--- config.mk ---
export PLATFORM = sky130hd
export DESIGN_NAME = fifo_wr_arbiter
export DESIGN_NICKNAME = d
export VERILOG_FILES = /design/src/rtl/fifo_pkg.sv /design/src/rtl/rr_arbiter.sv /design/src/rtl/fifo_wr_arbiter.sv
export SDC_FILE = /design/constraint.sdc
export NUM_CORES = 1
export LEC_CHECK = 0
export ABC_AREA = 1
export CORE_AREA = 2 2 52 102
export CTS_BUF_LIST = sky130_fd_sc_hd__clkbuf_2
export CTS_CLUSTER_DIAMETER = 150
export DETAILED_ROUTE_END_ITERATION = 12
export DIE_AREA = 0 0 54 104
export PLACE_DENSITY = 0.78
export SETUP_SLACK_MARGIN = 0.05
export SYNTH_ARGS = -nofsm -noshare
export SYNTH_HDL_FRONTEND = slang
export SYNTH_HIERARCHICAL = 1
export SYNTH_SLANG_ARGS = --single-unit
--- constraint.sdc ---
create_clock -name clk -period 3.7 [get_ports clk]
set_input_delay 0.74 -clock clk [delete_from_list [all_inputs] [get_ports clk]]
set_output_delay 0.74 -clock clk [all_outputs]
set_load 0.02 [all_outputs]
--- src/rtl/fifo_pkg.sv ---
// rtl/fifo_pkg.sv - shared FIFO sizing constants and helpers
package fifo_pkg;

  // Default word width and address bits for the FIFO and its front end
  localparam int DEF_DATA_WIDTH = 8;
  localparam int DEF_FIFO_DEPTH = 4;

  // Number of entries for a given address width
  function automatic int cap_of(input int depth);
    return 1 << depth;
  endfunction

  // Occupancy counter width: one extra bit so a full FIFO is representable
  function automatic int count_width(input int depth);
    return depth + 1;
  endfunction

  localparam int DEF_CAP = cap_of(DEF_FIFO_DEPTH);

endpackage

--- src/rtl/rr_arbiter.sv ---
// rtl/rr_arbiter.sv - combinational round-robin winner select
module rr_arbiter #(
  parameter int N  = 4,
  parameter int LW = $clog2(N)
) (
  input  logic [N-1:0]  elig,
  input  logic [LW-1:0] last,
  output logic [N-1:0]  win_onehot,
  output logic [LW-1:0] win_idx
);

  logic          found;
  logic [LW-1:0] k;

  // Scan cyclically starting just after the previous winner; first hit wins
  always_comb begin
    win_onehot = '0;
    win_idx    = '0;
    found      = 1'b0;
    k          = '0;
    for (int i = 1; i <= N; i++) begin
      k = LW'((int'(last) + i) % N);
      if (!found && elig[k]) begin
        found         = 1'b1;
        win_idx       = k;
        win_onehot[k] = 1'b1;
      end
    end
  end

endmodule

--- src/rtl/fifo_wr_arbiter.sv ---
// rtl/fifo_wr_arbiter.sv - round-robin write arbiter and occupancy tracker for the FIFO
module fifo_wr_arbiter
  import fifo_pkg::*;
#(
  parameter int N_REQ      = 4,
  parameter int DATA_WIDTH = DEF_DATA_WIDTH,
  parameter int FIFO_DEPTH = DEF_FIFO_DEPTH
) (
  input  logic                        clk,
  input  logic                        rst,
  input  logic [N_REQ-1:0]            req,
  input  logic [N_REQ*DATA_WIDTH-1:0] req_data,
  output logic [N_REQ-1:0]            gnt,
  input  logic                        rd_req,
  output logic                        fifo_wr_en,
  output logic [DATA_WIDTH-1:0]       fifo_din,
  output logic                        fifo_rd_en,
  output logic [FIFO_DEPTH:0]         count,
  output logic                        full,
  output logic                        empty
);

  localparam int CW  = count_width(FIFO_DEPTH);
  localparam int CAP = cap_of(FIFO_DEPTH);
  localparam int LW  = $clog2(N_REQ);

  logic [LW-1:0]         last;
  logic [N_REQ-1:0]      elig;
  logic [N_REQ-1:0]      win_onehot;
  logic [LW-1:0]         win_idx;
  logic [DATA_WIDTH-1:0] win_data;
  logic                  rd_acc;
  logic                  wr_acc;

  // A requester whose grant pulse is showing is masked so it is not granted twice
  assign elig = req & ~gnt;

  rr_arbiter #(
    .N  (N_REQ),
    .LW (LW)
  ) u_rr (
    .elig       (elig),
    .last       (last),
    .win_onehot (win_onehot),
    .win_idx    (win_idx)
  );

  // Acceptance: never read when empty; at full a write needs a same-cycle read
  always_comb begin
    rd_acc = rd_req && (count != '0);
    wr_acc = (|elig) && ((count < CW'(CAP)) || rd_acc);
  end

  // Data mux selecting the winner's word
  always_comb begin
    win_data = '0;
    for (int i = 0; i < N_REQ; i++) begin
      if (win_onehot[i]) win_data = req_data[i*DATA_WIDTH +: DATA_WIDTH];
    end
  end

  // Issue registers, round-robin pointer and occupancy counter
  always_ff @(posedge clk or posedge rst) begin
    if (rst) begin
      gnt        <= '0;
      fifo_wr_en <= 1'b0;
      fifo_rd_en <= 1'b0;
      fifo_din   <= '0;
      count      <= '0;
      last       <= LW'(N_REQ - 1);
    end else begin
      fifo_wr_en <= wr_acc;
      fifo_rd_en <= rd_acc;
      count      <= count + CW'(wr_acc) - CW'(rd_acc);
      if (wr_acc) begin
        fifo_din <= win_data;
        gnt      <= win_onehot;
        last     <= win_idx;
      end else begin
        gnt <= '0;
      end
    end
  end

  assign full  = (count == CW'(CAP));
  assign empty = (count == '0);

endmodule

==> summary.md, run 1 <==
| Metric | Value |
|---|---|
| CTS buffer count | 3 |
| Ant. Diodes | 0 |
| Sequential element share of the synthesized area | 28.4% |
| FF-to-FF setup slack | 0.71 ns |
| Via count | 1837 |
| Detailed Routing Iterations Pass 1 | 4 |
| Commonest non-fill, non-tap cell in the layout | nand2_1 |
| Syn Inst Count | 270 |
| Worst setup margin | 0.706 ns |
| Synth Cell Area | 0.00186 mm2 |
| Tightest Pin Transition | 0.804 ns |
| Max-cap viol count | 0 |
| Port-buffer cells | 59 |
| Register Area | 528 um2 |
| H-tree levels | 1 |
| Via/cell ratio | 4.80 |
| Drt drc | 0 |
| Max_slew headroom | 46.3% |
| Starting DRT DRC Count | 47 |
| RSZ-0062 raised after global routing | false |
| First-pass GRT wire length | 7.98 mm |
| PD cells | 1050 mW/mm2 |
| Crit path capture type | flop |
| Syn nets | 324 |
| Hold Crit Class | reg2reg |
| Vias in the first global route | 1902 |
| Wire per inst | 12.2 um |
| GP Congestion | 0.851 |
| Synth-to-Final Area Change | 33.9% |
| Multi-input gate area | 0.00112 mm2 |
| Static leakage | 1.26 nW |
| Clock Path Buffers | 2 |
| Die Wd | 54 um |
| Worst r2r path cells | 16 |
| Clock latency at the later pin of the worst-skew pair | 0.35 ns |
| Hold WS | 0.516 ns |
| Post-route ant nets | 0 |
| Non-Filler Instances | 383 |
| Mean area per synthesized cell | 6.88 um2 |
| Final Power | 2.62 mW |
| Crit path launch type | flop |
| DRT Wirelength | 4.66 mm |
| Max Slew Vio Count | 0 |
| Filler cells | 494 |
| Final instance area | 0.00249 mm2 |
| Max FO, Critical Path | 15 |
| Core Region | 0.00486 mm2 |
| CTS tree | built |
| Worst path required time | 3.97 ns |
| Fin nets | 381 |
| Largest net degree at the start of global routing | 22 |
| Worst Skew | 0.00534 ns |
| Layout Utilization | 51.1% |
| Hold Path Sink | fifo_din[3] |
| DP Worst Slack | 0.614 ns |
| Starting Density | 38.2% |
| Gr usage total | 18.3% |
| Post-CTS setup repair buffer count | 0 |
| DP Cell Count | 379 |
| Peak supply drop | 0.645 mV |
| IO Count | 60 |
| Final cycle utilization of the critical path | 80.9% |
| DP Wirelength | 3.88 mm |
| Worst-path clk slew | 0.21 ns |
| Height of the chip | 104 um |
| Post-route setup TNS | 0 ns |
| Cts hold-fix bufs | 0 |
| Hold Startpoint | fifo_din[3] |
| Synth cell types | 30 |
| Hold path depth | 2 |
| Layout cells sized above 1 | 9.51% |
| CP Data Arrival Time | 3.26 ns |
| Total clock sinks | 21 |
| Placed inst area | 0.00246 mm2 |
| Ys Warns | 6 |
| Synth Register Bits | 21 |
| R2R Path End | fifo_din[0] |
| Full die area | 0.00562 mm2 |
| Outcome | finished clean |
| CTS resizes | 0 |
| Row count | 36 |
| Setup violations, final | 0 |
| R2R Path Start | last[0] |
| Most frequent cells in the layout | 83 x nand2_1, 59 x clkdlybuf4s50_1, 32 x nand3_1 |
| Tmin final | 2.99 ns |
| Initial antenna violation count | 0 |
| Fmax | 334 MHz |
| Final Hold Vio Count | 0 |
| Critical path type | reg2reg |
| CTS root buffer | clkbuf_2 |
| GRT overflow | 0 |
-- critical path, stage by stage (launching register included) --
cell	delay, ns
dfstp_2	0.81
inv_8	0.10
ha_1	0.38
inv_1	0.20
nand3_1	0.10
nand2_1	0.14
nand2_1	0.11
inv_1	0.12
nand3_1	0.08
nand3_1	0.28
inv_2	0.17
nor2_1	0.12
nor2_1	0.05
nand2_1	0.10
nand2_1	0.05
nand2_1	0.05
nand2_1	0.05
-- final cells by class --
cell class,instances,share of cell area [%]
Multi-Input combinational cell,205,45.2
Timing Repair Buffer,60,24.1
Sequential cell,21,21.2
Inverter,36,5.74
Tap cell,57,2.87
Clock buffer,3,0.604
Clock inverter,1,0.302
-- power by group --
part           switching (mW)  total (mW)  internal, mW
sequential              0.117       0.472         0.355
clock                  0.0781       0.103        0.0251
combinational            1.28        2.04         0.763
-- registers in the layout (all words and copies together) (netlist names) --
signal	cells
fifo_din	8
count	5
gnt	4
last	2
fifo_rd_en	1
fifo_wr_en	1
-- worst max path at each step --
stage                       start     endpoint  cells after the start  slack [ns]
after global routing      last[0]  fifo_din[1]                     15        0.45
after floorplan            req[2]     count[4]                     13        1.18
after global placement     req[1]  fifo_din[5]                     17        0.63
after detailed placement   req[1]  fifo_din[0]                     15        0.61
after CTS                 last[0]  fifo_din[0]                     14        0.70
final                     last[0]  fifo_din[0]                     16        0.71
-- synth_stat cells, drive strengths merged --
library cell | instances | share of area (%)
a21boi | 4 | 1.6
a21oi | 14 | 3.8
buf | 7 | 3.2
clkbuf | 1 | 0.20
dfrtp | 19 | 26
dfstp | 2 | 2.8
fa | 1 | 1.1
ha | 14 | 9.4
inv | 36 | 7.7
nand2 | 96 | 23
nand3 | 33 | 9.6
nand3b | 1 | 0.40
nor2 | 34 | 8.4
o21ai | 4 | 1.1
o21bai | 1 | 1.0
xnor2 | 1 | 0.47
xor2 | 2 | 0.94
-- routing by layer --
metal	share of wire, %	global-route usage (%)	vias up
met1	36	19.0	831
met2	57	34.1	47
met4	3.1	6.96	0
met3	3.7	2.44	15
li1	-	-	944
met5	0	0	-
-- cell families (layout without fill, tap and decap cells) --
group | after synthesis | count (layout) | synth area share (%)
adder cells (fa/ha/maj) | 15 | 15 | 10.5
flip-flops | 21 | 21 | 28.4
buffers and inverters | 44 | 100 | 11.1
XOR/XNOR | 3 | 3 | 1.42
AO/OA/AOI/OAI | 23 | 23 | 7.48
AND/OR/NAND/NOR | 164 | 164 | 41.1
(Power assumes the default switching activity.)
==> run 2: changes to the inputs <==
==> constraint.sdc (replaced) <==
create_clock -name clk -period 2.9 [get_ports clk]
set_input_delay 0.58 -clock clk [delete_from_list [all_inputs] [get_ports clk]]
set_output_delay 0.58 -clock clk [all_outputs]
set_load 0.02 [all_outputs]
==> run 2 against run 1 <==
First-iteration DRC count is 40% lower. Sequential power is 20% higher. Via count is 1.5% higher. Fmax is 16% higher. Critical path type unchanged. Highest routed layer unchanged.
==> summary.md, run 2 (synthesized netlist as in run 1, its figures left out) <==
| Metric | Value |
|---|---|
| RSZ-0062 raised after global routing | false |
| Full die area | 0.00562 mm2 |
| Via count | 1864 |
| Net Sw Power | 1.96 mW |
| Height of the chip | 104 um |
| Max FO, Critical Path | 11 |
| Starting DRT DRC Count | 28 |
| Setup violations, final | 0 |
| Pint | 1.55 mW |
| Most used cell, CP | nand2_1 |
| Die Wd | 54 um |
| Crit-path cells | inv_8, ha_1, inv_2, nand3_1, nand2_1, nand2_1, inv_1, nand3_1, nand3_2, clkinvlp_4, nand3_1, nand2_1, nand2_1, nand2_1, nand2_1, nand2_1 |
| DRT Wirelength | 4.96 mm |
| Max_slew headroom | 43.6% |
| Hold path depth | 2 |
| Largest net degree at the start of global routing | 22 |
| CTS tree | built |
| Largest regs | fifo_din (8), count (5), gnt (4) |
| Tmin final | 2.59 ns |
| Core Region | 0.00486 mm2 |
| Sw Share | 55.9% |
| Crit path launch type | flop |
| Worst r2r path cells | 16 |
| First-pass GRT wire length | 7.97 mm |
| Clock latency at the later pin of the worst-skew pair | 0.35 ns |
| Detailed Routing Iterations Pass 1 | 5 |
| Row count | 36 |
| Vias in the first global route | 1809 |
| Drt drc | 0 |
| CP max-delay cell | dfstp_2 |
| Total clock sinks | 21 |
| FF-to-FF setup slack | 0.31 ns |
| Via/cell ratio | 4.78 |
| GP Congestion | 0.885 |
| Gr usage total | 18.7% |
| Slowest cell delay on critical path | 0.64 ns |
| Peak supply drop | 0.912 mV |
| Hold WS | 0.523 ns |
| GRT overflow | 0 |
| Port-buffer cells | 59 |
| Worst-path clk slew | 0.23 ns |
| Commonest non-fill, non-tap cell in the layout | nand2_1 |
| Largest reg by FF count | fifo_din |
| Cts hold-fix bufs | 0 |
| Post-route setup TNS | 0 ns |
| Critical path type | reg2reg |
| Layout cells sized above 1 | 12.3% |
| Final cycle utilization of the critical path | 89.2% |
| Post-route ant nets | 0 |
| Initial antenna violation count | 0 |
| DP Wirelength | 4.03 mm |
| Starting Density | 38.2% |
| CTS root buffer | clkbuf_2 |
| Max-cap viol count | 0 |
| Wire per inst | 12.7 um |
| Outcome | finished clean |
| Tightest Pin Transition | 0.845 ns |
| CTS buffer count | 3 |
| Hold Crit Class | reg2reg |
| Most frequent cells in the layout | 83 x nand2_1, 59 x clkdlybuf4s50_1, 30 x inv_1, 30 x nand3_1, 30 x nor2_1 |
| IO Count | 60 |
| Fmax | 386 MHz |
| Combinational Power Share | 80.0% |
| Ant. Diodes | 0 |
| PD cells | 1380 mW/mm2 |
| Crit path capture type | flop |
| Worst Skew | 0.00544 ns |
| Synth-to-Final Area Change | 37.3% |
| Clock power share | 3.8% |
| DP Cell Count | 382 |
| Max Slew Vio Count | 0 |
| Fin nets | 388 |
| Final Power | 3.51 mW |
| Worst path required time | 3.18 ns |
| Final Hold Vio Count | 0 |
| Non-Filler Instances | 390 |
| H-tree levels | 1 |
| Largest register FFs | 8 |
| CP Data Arrival Time | 2.87 ns |
| Static leakage | 1.30 nW |
| Clock Path Buffers | 2 |
| Reg power frac | 16.1% |
-- run 2: changes by cell type in the layout (fill, tap and decap cells not counted) --
cell / delta
buf_4: +6
nand3_1: -2
nand3_2: +2
clkinvlp_4: +1
inv_1: -1
inv_2: +1
-- run 2: final timing paths --
path	start	end
worst max register to register	last[0]	fifo_din[3]
max in group asynchronous	rst	fifo_din[7]
worst max-delay path	last[0]	fifo_din[3]
min in group asynchronous	rst	fifo_rd_en
worst min-delay path	fifo_din[3]	fifo_din[3]
worst min register to register	fifo_din[3]	fifo_din[3]
-- run 2: what timing repair did --
| item | in CTS | in global routing |
|---|---|---|
| setup buffers | 0 | 3 |
| resized for setup | 0 | 4 |
| endpoints found under the setup margin | 0 | 8 |
-- run 2: metal layers --
metal,global-route usage [%],share of wire (%),wire length (um),vias up
li1,-,-,-,959
met4,6.96,2.9,142,0
met1,19.7,37,1820,848
met5,0,0,0,-
met2,34.4,57,2810,45
met3,2.87,3.8,186,12
-- run 2: cell type report --
cell class | instances | area (um2)
Timing Repair inverter | 1 | 7.51
Clock inverter | 1 | 7.51
Multi-Input combinational cell | 205 | 1130
Fill cell | 462 | 2320
Inverter | 36 | 143
Tap cell | 57 | 71.3
Sequential cell | 21 | 528
Clock buffer | 3 | 15.0
Timing Repair Buffer | 66 | 643
-- run 2: worst max-delay path: cells and delay by family, from the launching register on --
kind / cells / cell delay, ns
fa+ha+maj: 1 / 0.37
buf+inv: 4 / 0.51
flops: 1 / 0.64
simple gates: 11 / 0.99
-- run 2: power by group through the flow --
stage	logic (mW)	registers [mW]	clock network, mW
detailed placement	2.72	0.581	0
global placement	2.66	0.583	0
finish	2.81	0.566	0.135
floorplan	1.92	0.691	0
CTS	2.72	0.577	0.140
global route	3.15	0.580	0.146
-- run 2: through the flow --
| step | worst slack (ns) | instance area (um2) | util (%) |
|---|---|---|---|
| after global placement | 0.0897 | 2490 | 51.1 |
| final | 0.312 | 2550 | 52.4 |
| after global routing | 0.123 | 2550 | 52.4 |
| after CTS | 0.145 | 2510 | 51.6 |
| after detailed placement | 0.0393 | 2490 | 51.1 |
| after floorplan | 0.475 | 1860 | - |
